`config.mk`:
```
export PLATFORM = sky130hd
export DESIGN_NAME = axi_lite_simple_master
export DESIGN_NICKNAME = d
export VERILOG_FILES = /design/src/rtl/axi_lite_simple_master.sv
export SDC_FILE = /design/constraint.sdc
export NUM_CORES = 1
export LEC_CHECK = 0
export CAP_MARGIN = 15
export CELL_PAD_IN_SITES_DETAIL_PLACEMENT = 1
export CELL_PAD_IN_SITES_GLOBAL_PLACEMENT = 2
export CORE_ASPECT_RATIO = 1.5
export CORE_MARGIN = 4
export CORE_UTILIZATION = 24
export CTS_CLUSTER_DIAMETER = 100
export DETAILED_ROUTE_END_ITERATION = 16
export PLACE_DENSITY_LB_ADDON = 0.1
export SLEW_MARGIN = 20
export SYNTH_ARGS = -nofsm -noshare
export SYNTH_HDL_FRONTEND = slang
export SYNTH_SLANG_ARGS = --single-unit
```
`constraint.sdc`:
```
create_clock -name M_AXI_ACLK -period 5.33 [get_ports M_AXI_ACLK]
set_clock_uncertainty 0.2 [all_clocks]
set_input_delay 1.066 -clock M_AXI_ACLK [delete_from_list [all_inputs] [get_ports M_AXI_ACLK]]
set_output_delay 1.066 -clock M_AXI_ACLK [all_outputs]
set_load 0.02 [all_outputs]
```
`src/rtl/axi_lite_simple_master.sv`:
```
// Single-outstanding AXI4-Lite master: turns one command handshake into one AXI
// write or read transaction and returns the response through a valid/ready port.
module axi_lite_simple_master #(
    parameter int AXI_ADDR_WIDTH = 32,
    parameter int AXI_DATA_WIDTH = 32
) (
    input  logic                        M_AXI_ACLK,
    input  logic                        M_AXI_ARESET,

    input  logic                        CMD_VALID,
    output logic                        CMD_READY,
    input  logic                        CMD_WRITE,
    input  logic [AXI_ADDR_WIDTH-1:0]   CMD_ADDR,
    input  logic [AXI_DATA_WIDTH-1:0]   CMD_WDATA,
    input  logic [AXI_DATA_WIDTH/8-1:0] CMD_WSTRB,

    output logic                        RSP_VALID,
    input  logic                        RSP_READY,
    output logic [AXI_DATA_WIDTH-1:0]   RSP_RDATA,
    output logic [1:0]                  RSP_RESP,

    output logic [AXI_ADDR_WIDTH-1:0]   M_AXI_AWADDR,
    output logic [2:0]                  M_AXI_AWPROT,
    output logic                        M_AXI_AWVALID,
    input  logic                        M_AXI_AWREADY,

    output logic [AXI_DATA_WIDTH-1:0]   M_AXI_WDATA,
    output logic [AXI_DATA_WIDTH/8-1:0] M_AXI_WSTRB,
    output logic                        M_AXI_WVALID,
    input  logic                        M_AXI_WREADY,

    input  logic [1:0]                  M_AXI_BRESP,
    input  logic                        M_AXI_BVALID,
    output logic                        M_AXI_BREADY,

    output logic [AXI_ADDR_WIDTH-1:0]   M_AXI_ARADDR,
    output logic [2:0]                  M_AXI_ARPROT,
    output logic                        M_AXI_ARVALID,
    input  logic                        M_AXI_ARREADY,

    input  logic [AXI_DATA_WIDTH-1:0]   M_AXI_RDATA,
    input  logic [1:0]                  M_AXI_RRESP,
    input  logic                        M_AXI_RVALID,
    output logic                        M_AXI_RREADY
);

    localparam int STRB_W = AXI_DATA_WIDTH / 8;

    typedef enum logic [2:0] {
        IDLE    = 3'd0,
        WR_REQ  = 3'd1,
        WR_RESP = 3'd2,
        RD_REQ  = 3'd3,
        RD_DATA = 3'd4,
        RSP     = 3'd5
    } state_t;

    state_t                      state_q,     state_d;
    logic                        cmd_ready_q, cmd_ready_d;
    logic [AXI_ADDR_WIDTH-1:0]   addr_q,      addr_d;
    logic [AXI_DATA_WIDTH-1:0]   wdata_q,     wdata_d;
    logic [STRB_W-1:0]           wstrb_q,     wstrb_d;
    logic                        awvalid_q,   awvalid_d;
    logic                        wvalid_q,    wvalid_d;
    logic                        aw_done_q,   aw_done_d;
    logic                        w_done_q,    w_done_d;
    logic                        bready_q,    bready_d;
    logic                        arvalid_q,   arvalid_d;
    logic                        rready_q,    rready_d;
    logic                        rsp_valid_q, rsp_valid_d;
    logic [AXI_DATA_WIDTH-1:0]   rsp_rdata_q, rsp_rdata_d;
    logic [1:0]                  rsp_resp_q,  rsp_resp_d;

    logic aw_hs;
    logic w_hs;

    assign aw_hs = awvalid_q && M_AXI_AWREADY;
    assign w_hs  = wvalid_q  && M_AXI_WREADY;

    always_comb begin
        state_d     = state_q;
        cmd_ready_d = cmd_ready_q;
        addr_d      = addr_q;
        wdata_d     = wdata_q;
        wstrb_d     = wstrb_q;
        awvalid_d   = awvalid_q;
        wvalid_d    = wvalid_q;
        aw_done_d   = aw_done_q;
        w_done_d    = w_done_q;
        bready_d    = bready_q;
        arvalid_d   = arvalid_q;
        rready_d    = rready_q;
        rsp_valid_d = rsp_valid_q;
        rsp_rdata_d = rsp_rdata_q;
        rsp_resp_d  = rsp_resp_q;

        case (state_q)
            IDLE: begin
                // CMD_READY is itself registered, so the first IDLE cycle after
                // reset release only raises it; accepts start the cycle after.
                if (CMD_VALID && cmd_ready_q) begin
                    cmd_ready_d = 1'b0;
                    addr_d      = CMD_ADDR;
                    if (CMD_WRITE) begin
                        wdata_d   = CMD_WDATA;
                        wstrb_d   = CMD_WSTRB;
                        awvalid_d = 1'b1;
                        wvalid_d  = 1'b1;
                        aw_done_d = 1'b0;
                        w_done_d  = 1'b0;
                        state_d   = WR_REQ;
                    end else begin
                        arvalid_d = 1'b1;
                        state_d   = RD_REQ;
                    end
                end else begin
                    cmd_ready_d = 1'b1;
                end
            end

            WR_REQ: begin
                if (aw_hs) begin
                    awvalid_d = 1'b0;
                    aw_done_d = 1'b1;
                end
                if (w_hs) begin
                    wvalid_d = 1'b0;
                    w_done_d = 1'b1;
                end
                // AW and W complete independently; move on once both are done.
                if ((aw_done_q || aw_hs) && (w_done_q || w_hs)) begin
                    bready_d = 1'b1;
                    state_d  = WR_RESP;
                end
            end

            WR_RESP: begin
                if (M_AXI_BVALID && bready_q) begin
                    bready_d    = 1'b0;
                    rsp_valid_d = 1'b1;
                    rsp_rdata_d = '0;
                    rsp_resp_d  = M_AXI_BRESP;
                    state_d     = RSP;
                end
            end

            RD_REQ: begin
                if (arvalid_q && M_AXI_ARREADY) begin
                    arvalid_d = 1'b0;
                    rready_d  = 1'b1;
                    state_d   = RD_DATA;
                end
            end

            RD_DATA: begin
                if (M_AXI_RVALID && rready_q) begin
                    rready_d    = 1'b0;
                    rsp_valid_d = 1'b1;
                    rsp_rdata_d = M_AXI_RDATA;
                    rsp_resp_d  = M_AXI_RRESP;
                    state_d     = RSP;
                end
            end

            RSP: begin
                if (RSP_READY) begin
                    rsp_valid_d = 1'b0;
                    cmd_ready_d = 1'b1;
                    state_d     = IDLE;
                end
            end

            default: begin
                state_d     = IDLE;
                cmd_ready_d = 1'b0;
                awvalid_d   = 1'b0;
                wvalid_d    = 1'b0;
                bready_d    = 1'b0;
                arvalid_d   = 1'b0;
                rready_d    = 1'b0;
                rsp_valid_d = 1'b0;
            end
        endcase
    end

    always_ff @(posedge M_AXI_ACLK or posedge M_AXI_ARESET) begin
        if (M_AXI_ARESET) begin
            state_q     <= IDLE;
            cmd_ready_q <= 1'b0;
            addr_q      <= '0;
            wdata_q     <= '0;
            wstrb_q     <= '0;
            awvalid_q   <= 1'b0;
            wvalid_q    <= 1'b0;
            aw_done_q   <= 1'b0;
            w_done_q    <= 1'b0;
            bready_q    <= 1'b0;
            arvalid_q   <= 1'b0;
            rready_q    <= 1'b0;
            rsp_valid_q <= 1'b0;
            rsp_rdata_q <= '0;
            rsp_resp_q  <= 2'b00;
        end else begin
            state_q     <= state_d;
            cmd_ready_q <= cmd_ready_d;
            addr_q      <= addr_d;
            wdata_q     <= wdata_d;
            wstrb_q     <= wstrb_d;
            awvalid_q   <= awvalid_d;
            wvalid_q    <= wvalid_d;
            aw_done_q   <= aw_done_d;
            w_done_q    <= w_done_d;
            bready_q    <= bready_d;
            arvalid_q   <= arvalid_d;
            rready_q    <= rready_d;
            rsp_valid_q <= rsp_valid_d;
            rsp_rdata_q <= rsp_rdata_d;
            rsp_resp_q  <= rsp_resp_d;
        end
    end

    assign CMD_READY     = cmd_ready_q;
    assign RSP_VALID     = rsp_valid_q;
    assign RSP_RDATA     = rsp_rdata_q;
    assign RSP_RESP      = rsp_resp_q;

    assign M_AXI_AWADDR  = addr_q;
    assign M_AXI_AWPROT  = 3'b000;
    assign M_AXI_AWVALID = awvalid_q;
    assign M_AXI_WDATA   = wdata_q;
    assign M_AXI_WSTRB   = wstrb_q;
    assign M_AXI_WVALID  = wvalid_q;
    assign M_AXI_BREADY  = bready_q;
    assign M_AXI_ARADDR  = addr_q;
    assign M_AXI_ARPROT  = 3'b000;
    assign M_AXI_ARVALID = arvalid_q;
    assign M_AXI_RREADY  = rready_q;

endmodule

```
# == Yosys cells after proc, flatten, opt, wreduce, memory -nomap -nowiden ==
# Cells that the tools add are included.
# totals
input_bits,114
elab_cells,110
regBits,114
out_inout_bits,147
# classes
bitwise,6
eq_ne,15
n_mux,43
reduce_logical,31
# op_table
op,n
$mux W32,2
$pmux W32 S2,1
$reduce_and A4 Y1,6
$mux W1,20
$ne A2 B2 Y1 const B,10
$reduce_or A4 Y1,5
$mux W3,6
$pmux W1 S3,6
$pmux W3 S6,1
$reduce_and A3 Y1,4
$logic_and A1 B1 Y1,7
$eq A3 B2 Y1 const B,2
$eq A3 B3 Y1 const B,2
$mux W2,3
$not A1 Y1,6
$reduce_and A6 Y1,1
$pmux W1 S2,2
$pmux W1 S4,1
$pmux W2 S2,1
$reduce_and A2 Y1,2
$reduce_bool A2 Y1,2
$eq A3 B1 Y1 const B,1
$logic_not A3 Y1,1
$reduce_or A3 Y1,1
$logic_or A1 B1 Y1,2

# == Longest topological paths before layout ==
# logic_depth
depth_word,5
mapped_depth,7

# == Worst setup path before layout ==
# Ideal clock, no wire load.
# synth_path
path_kind,input-to-reg
startpoint,input port CMD_VALID
endpoint,"register wdata_q[18], in the netlist M_AXI_WDATA[18]"
path_stages,6
n_path_buf,2
t_arrival_ns,2.258
setup_ns,0.128
slack_ns,2.745
cell_sequence,nand2_1 -> nor4_4 -> nand2_1 -> buf_4 -> buf_4 -> mux2_1
# synth_via
elab_chain_len,2
# synth_rtl
element,line_no,rtl
start: declaration,10,"input logic CMD_VALID,"
$logic_and A1 B1 Y1,101,if (CMD_VALID && cmd_ready_q) begin
$reduce_and A3 Y1 (no source line),-,
end signal: assignment,207,wdata_q <= wdata_d;
end: declaration,61,"logic [AXI_DATA_WIDTH-1:0] wdata_q, wdata_d;"
# Every way passes these cells.
# A chain may end at the register's enable or synchronous reset.

# == Final worst setup path ==
# layout_path
startpoint,register state_q[2]
endpoint,"register rsp_rdata_q[17], in the netlist RSP_RDATA[17]"
# layout_via
elab_chain_len,3
elab_cells_between_ends,7
# layout_rtl
element,line_no,rtl
start: declaration,58,"state_t state_q, state_d;"
start signal: assignment,204,state_q <= state_d;
$eq A3 B3 Y1 or $eq A3 B2 Y1 (tied branches),97,case (state_q)
$ne A2 B2 Y1 (no source line) or $reduce_bool A2 Y1 (tied branches),-,
$reduce_and A3 Y1 (no source line),-,
end signal: assignment,217,rsp_rdata_q <= rsp_rdata_d;
end: declaration,71,"logic [AXI_DATA_WIDTH-1:0] rsp_rdata_q, rsp_rdata_d;"
# Parallel ways exist; a longest one is shown, timed or not.

==> impl_metrics.yaml <==
outcome:
  outcome: "finished, final reports clean"
power:
  vdd_drop_max_v: 0.000223
  p_per_area_nw_per_um2: 659
  leakagePower_nw: 3.46
setup_path:
  path_max_fanout: 35
  cp-start-kind: "flop"
  arrival_ns: 3.26
  endpoint_kind: "flop"
  worstPathCellList: "nor3b_2, buf_4, a32oi_2, nand2_2, mux2i_1"
  crit_slowest_cell: "nand2_2"
  path_class: "flop to flop"
  required_ns: 5.43
  max_stage_delay_ns: 0.86
  crit_buf_inv: 1
  cp_top_family: "simple AND/OR/NAND/NOR gates"
synth:
  yosysTopAreaCell: "dfrtp_1"
  yosys_most_used_dff: "dfrtp_1"
  synthTopCellsByArea: "dfrtp_1, mux2_2, mux2i_1, buf_4, nand2_1"
  synth_edf_count: 0
  synth_most_common_cell: "dfrtp_1"
  ys_seq_elements: 114
  ys_seq_area_share_pct: 56.9
  yosys.area.top_type_share_pct: 56.9
  synth-async-reset-ratio_pct: 100
  synth_area_um2: 5010
  ys_top_cells_by_count: "dfrtp_1, mux2_2, nand2_1, buf_4, inv_1"
  ys_warn_count: 0
  syn_avg_cell_area_um2: 12.2
  netlist_instances: 411
  yosysUniqueCellTypes: 33
floorplan:
  num_rows: 64
  die_area_um2: 23300
  num_io_pins: 261
  die_h_um: 185
  die_x_um: 126
  core-area_um2: 20500
  start_util_pct: 24.5
place:
  gp_congestion: 0.740
  port_buffers: 254
  numPlacedInstances: 879
  post-place-ws_ns: 1.80
  dp_hpwl_mm: 11.6
  dpl_cell_area_um2: 7570
route:
  drt-pass1-iter-count: 5
  avgRoutedWirePerCell_um: 17.1
  route.met3.wl_mm: 1.21
  drtIter0Drc: 151
  num_vias: 3861
  top_layer_used: "met4"
  via_per_inst: 4.24
  wl_met1_mm: 6.20
  antenna_left: 0
  drc_errors: 0
  wl_met2_mm: 7.98
  wl_mm: 15.6
clock_tree:
  cts_setup_buffers: 0
  clock_latency_ns: 0.40
  clock_sinks: 114
  clock-root-buffer: "clkbuf_16"
  numCtsBuffers: 17
  tritoncts: "built"
  cts_hold_buf: 0
  ctsLongestPathBuffers: 2
  clk_pin_slew_ns: 0.05
  cts_resized: 0
  htreeDepth: 4
sta:
  slew_headroom_pct: 31.5
  fin_crit_sh_pct: 59.3
  hold_viol: 0
  period_needed_ns: 3.16
  worst_pin_slew_ns: 1.02
  slew_violations: 0
  finalSetupViolCount: 0
  rsz0062_at_grt: "no"
  fmax_ghz: 0.317
  fin_tns_setup_ns: 0
  worst_slack_ns: 2.17
min_path:
  hp-class: "flop to flop"
global_routing:
  antenna_found_initial: 0
  grt_util_all_layers_pct: 13.4
  grt_pass1_vias: 4208
  grt_overflow: 0
  grt_pass1_wl_mm: 24.4
  grt_max_degree: 69
layout:
  antenna_cells: 0
  area_delta_synth_final_pct: 61.4
  fin_cells: 910
  fin_nets: 748
  drive_gt1_share_pct: 15.0
  fill_cells: 2251
  fin_area_um2: 8090
run:
  maxCapViolations: 0
[state kept, by name, summed over array words and instances, names as in the netlist]
signal	cells
w_done_q	1
RSP_RDATA	32
CMD_READY	1
M_AXI_AWVALID	1
aw_done_q	1
M_AXI_WSTRB	4
M_AXI_WVALID	1
RSP_VALID	1
M_AXI_ARADDR	32
state_q	3
M_AXI_ARVALID	1
RSP_RESP	2
M_AXI_RREADY	1
M_AXI_BREADY	1
M_AXI_WDATA	32
[path summary, 6_finish.rpt]
check / start / slack [ns] / end / depth (start not counted)
setup / recovery: state_q[2] / 2.17 / RSP_RDATA[17] / 5
hold / removal: M_AXI_WDATA[17] / 0.29 / M_AXI_WDATA[17] / 1
setup reg to reg: state_q[2] / 2.17 / RSP_RDATA[17] / 5
hold reg to reg: M_AXI_WDATA[17] / 0.29 / M_AXI_WDATA[17] / 1
max in group asynchronous: M_AXI_ARESET / 3.08 / RSP_RDATA[13] / 3
min in group asynchronous: M_AXI_ARESET / 1.01 / M_AXI_WDATA[18] / 2
[cells in the final DEF, fill, tap and decap left out, types with 6 or more instances in the layout]
cell type and count:
clkbuf_16 17, nor2_1 6, o21ai_0 7, conb_1 6
clkdlybuf4s50_1 254, inv_1 37, clkinv_2 6, mux2i_1 35
a21oi_1 9, dfrtp_1 114, nand2_1 46, mux2_2 59
mux2_1 10
[worst reg2reg max path: cells and delay by family, from the launching register on]
kind | cells | cell delay [ns]
compound gates | 1 | 0.24
flops | 1 | 0.78
mux | 1 | 0.31
simple gates | 2 | 1.14
buf+inv | 1 | 0.40
[power breakdown]
part / internal, W / switching [W] / leakage, nW
registers: 0.00128 / 0.000322 / 1.44
logic: 0.00138 / 0.00133 / 1.77
clock network: 0.000632 / 0.000394 / 0.255
total: 0.00329 / 0.00204 / 3.46
[per-stage QoR]
step	power, W	util (%)	hold WS (ns)
2_1_floorplan	0.00314	-	0.267
3_3_place_gp	0.00432	36.9	0.275
3_5_place_dp	0.00437	36.9	0.282
4_1_cts	0.00544	39.5	0.295
5_1_grt	0.00566	39.5	0.314
6_report	0.00533	39.5	0.291
[cell families (layout without fill, tap and decap cells)]
group                     count (synthesis)  after routing  synth area share, %
muxes                                   104            104                 22.5
xor gates and xnor gates                  1              1                0.175
other                                     1              6               0.0748
and+or+nand+nor                          64             64                 5.59
DFF                                     114            114                 56.9
AOI/OAI and AO/OA                        31             31                 4.22
buffers and inverters                    96            326                 10.6
[metal layers]
layer,GRT usage (%),vias to the layer above
li1,-,1774
met2,23.4,174
met1,15.1,1901
met3,5.14,12
met5,0,-
met4,4.29,0
[area by class of cell]
type,count,area [um2],area share [%]
multi-input cells,206,1660,20.5
clock buffers,20,437,5.39
well taps,264,330,4.08
inverters,38,145,1.79
repair buffers,257,2580,31.8
flip-flops and latches,114,2850,35.2
clock inverters,11,91.3,1.13
Note: power is estimated with default switching activity, not from simulation.
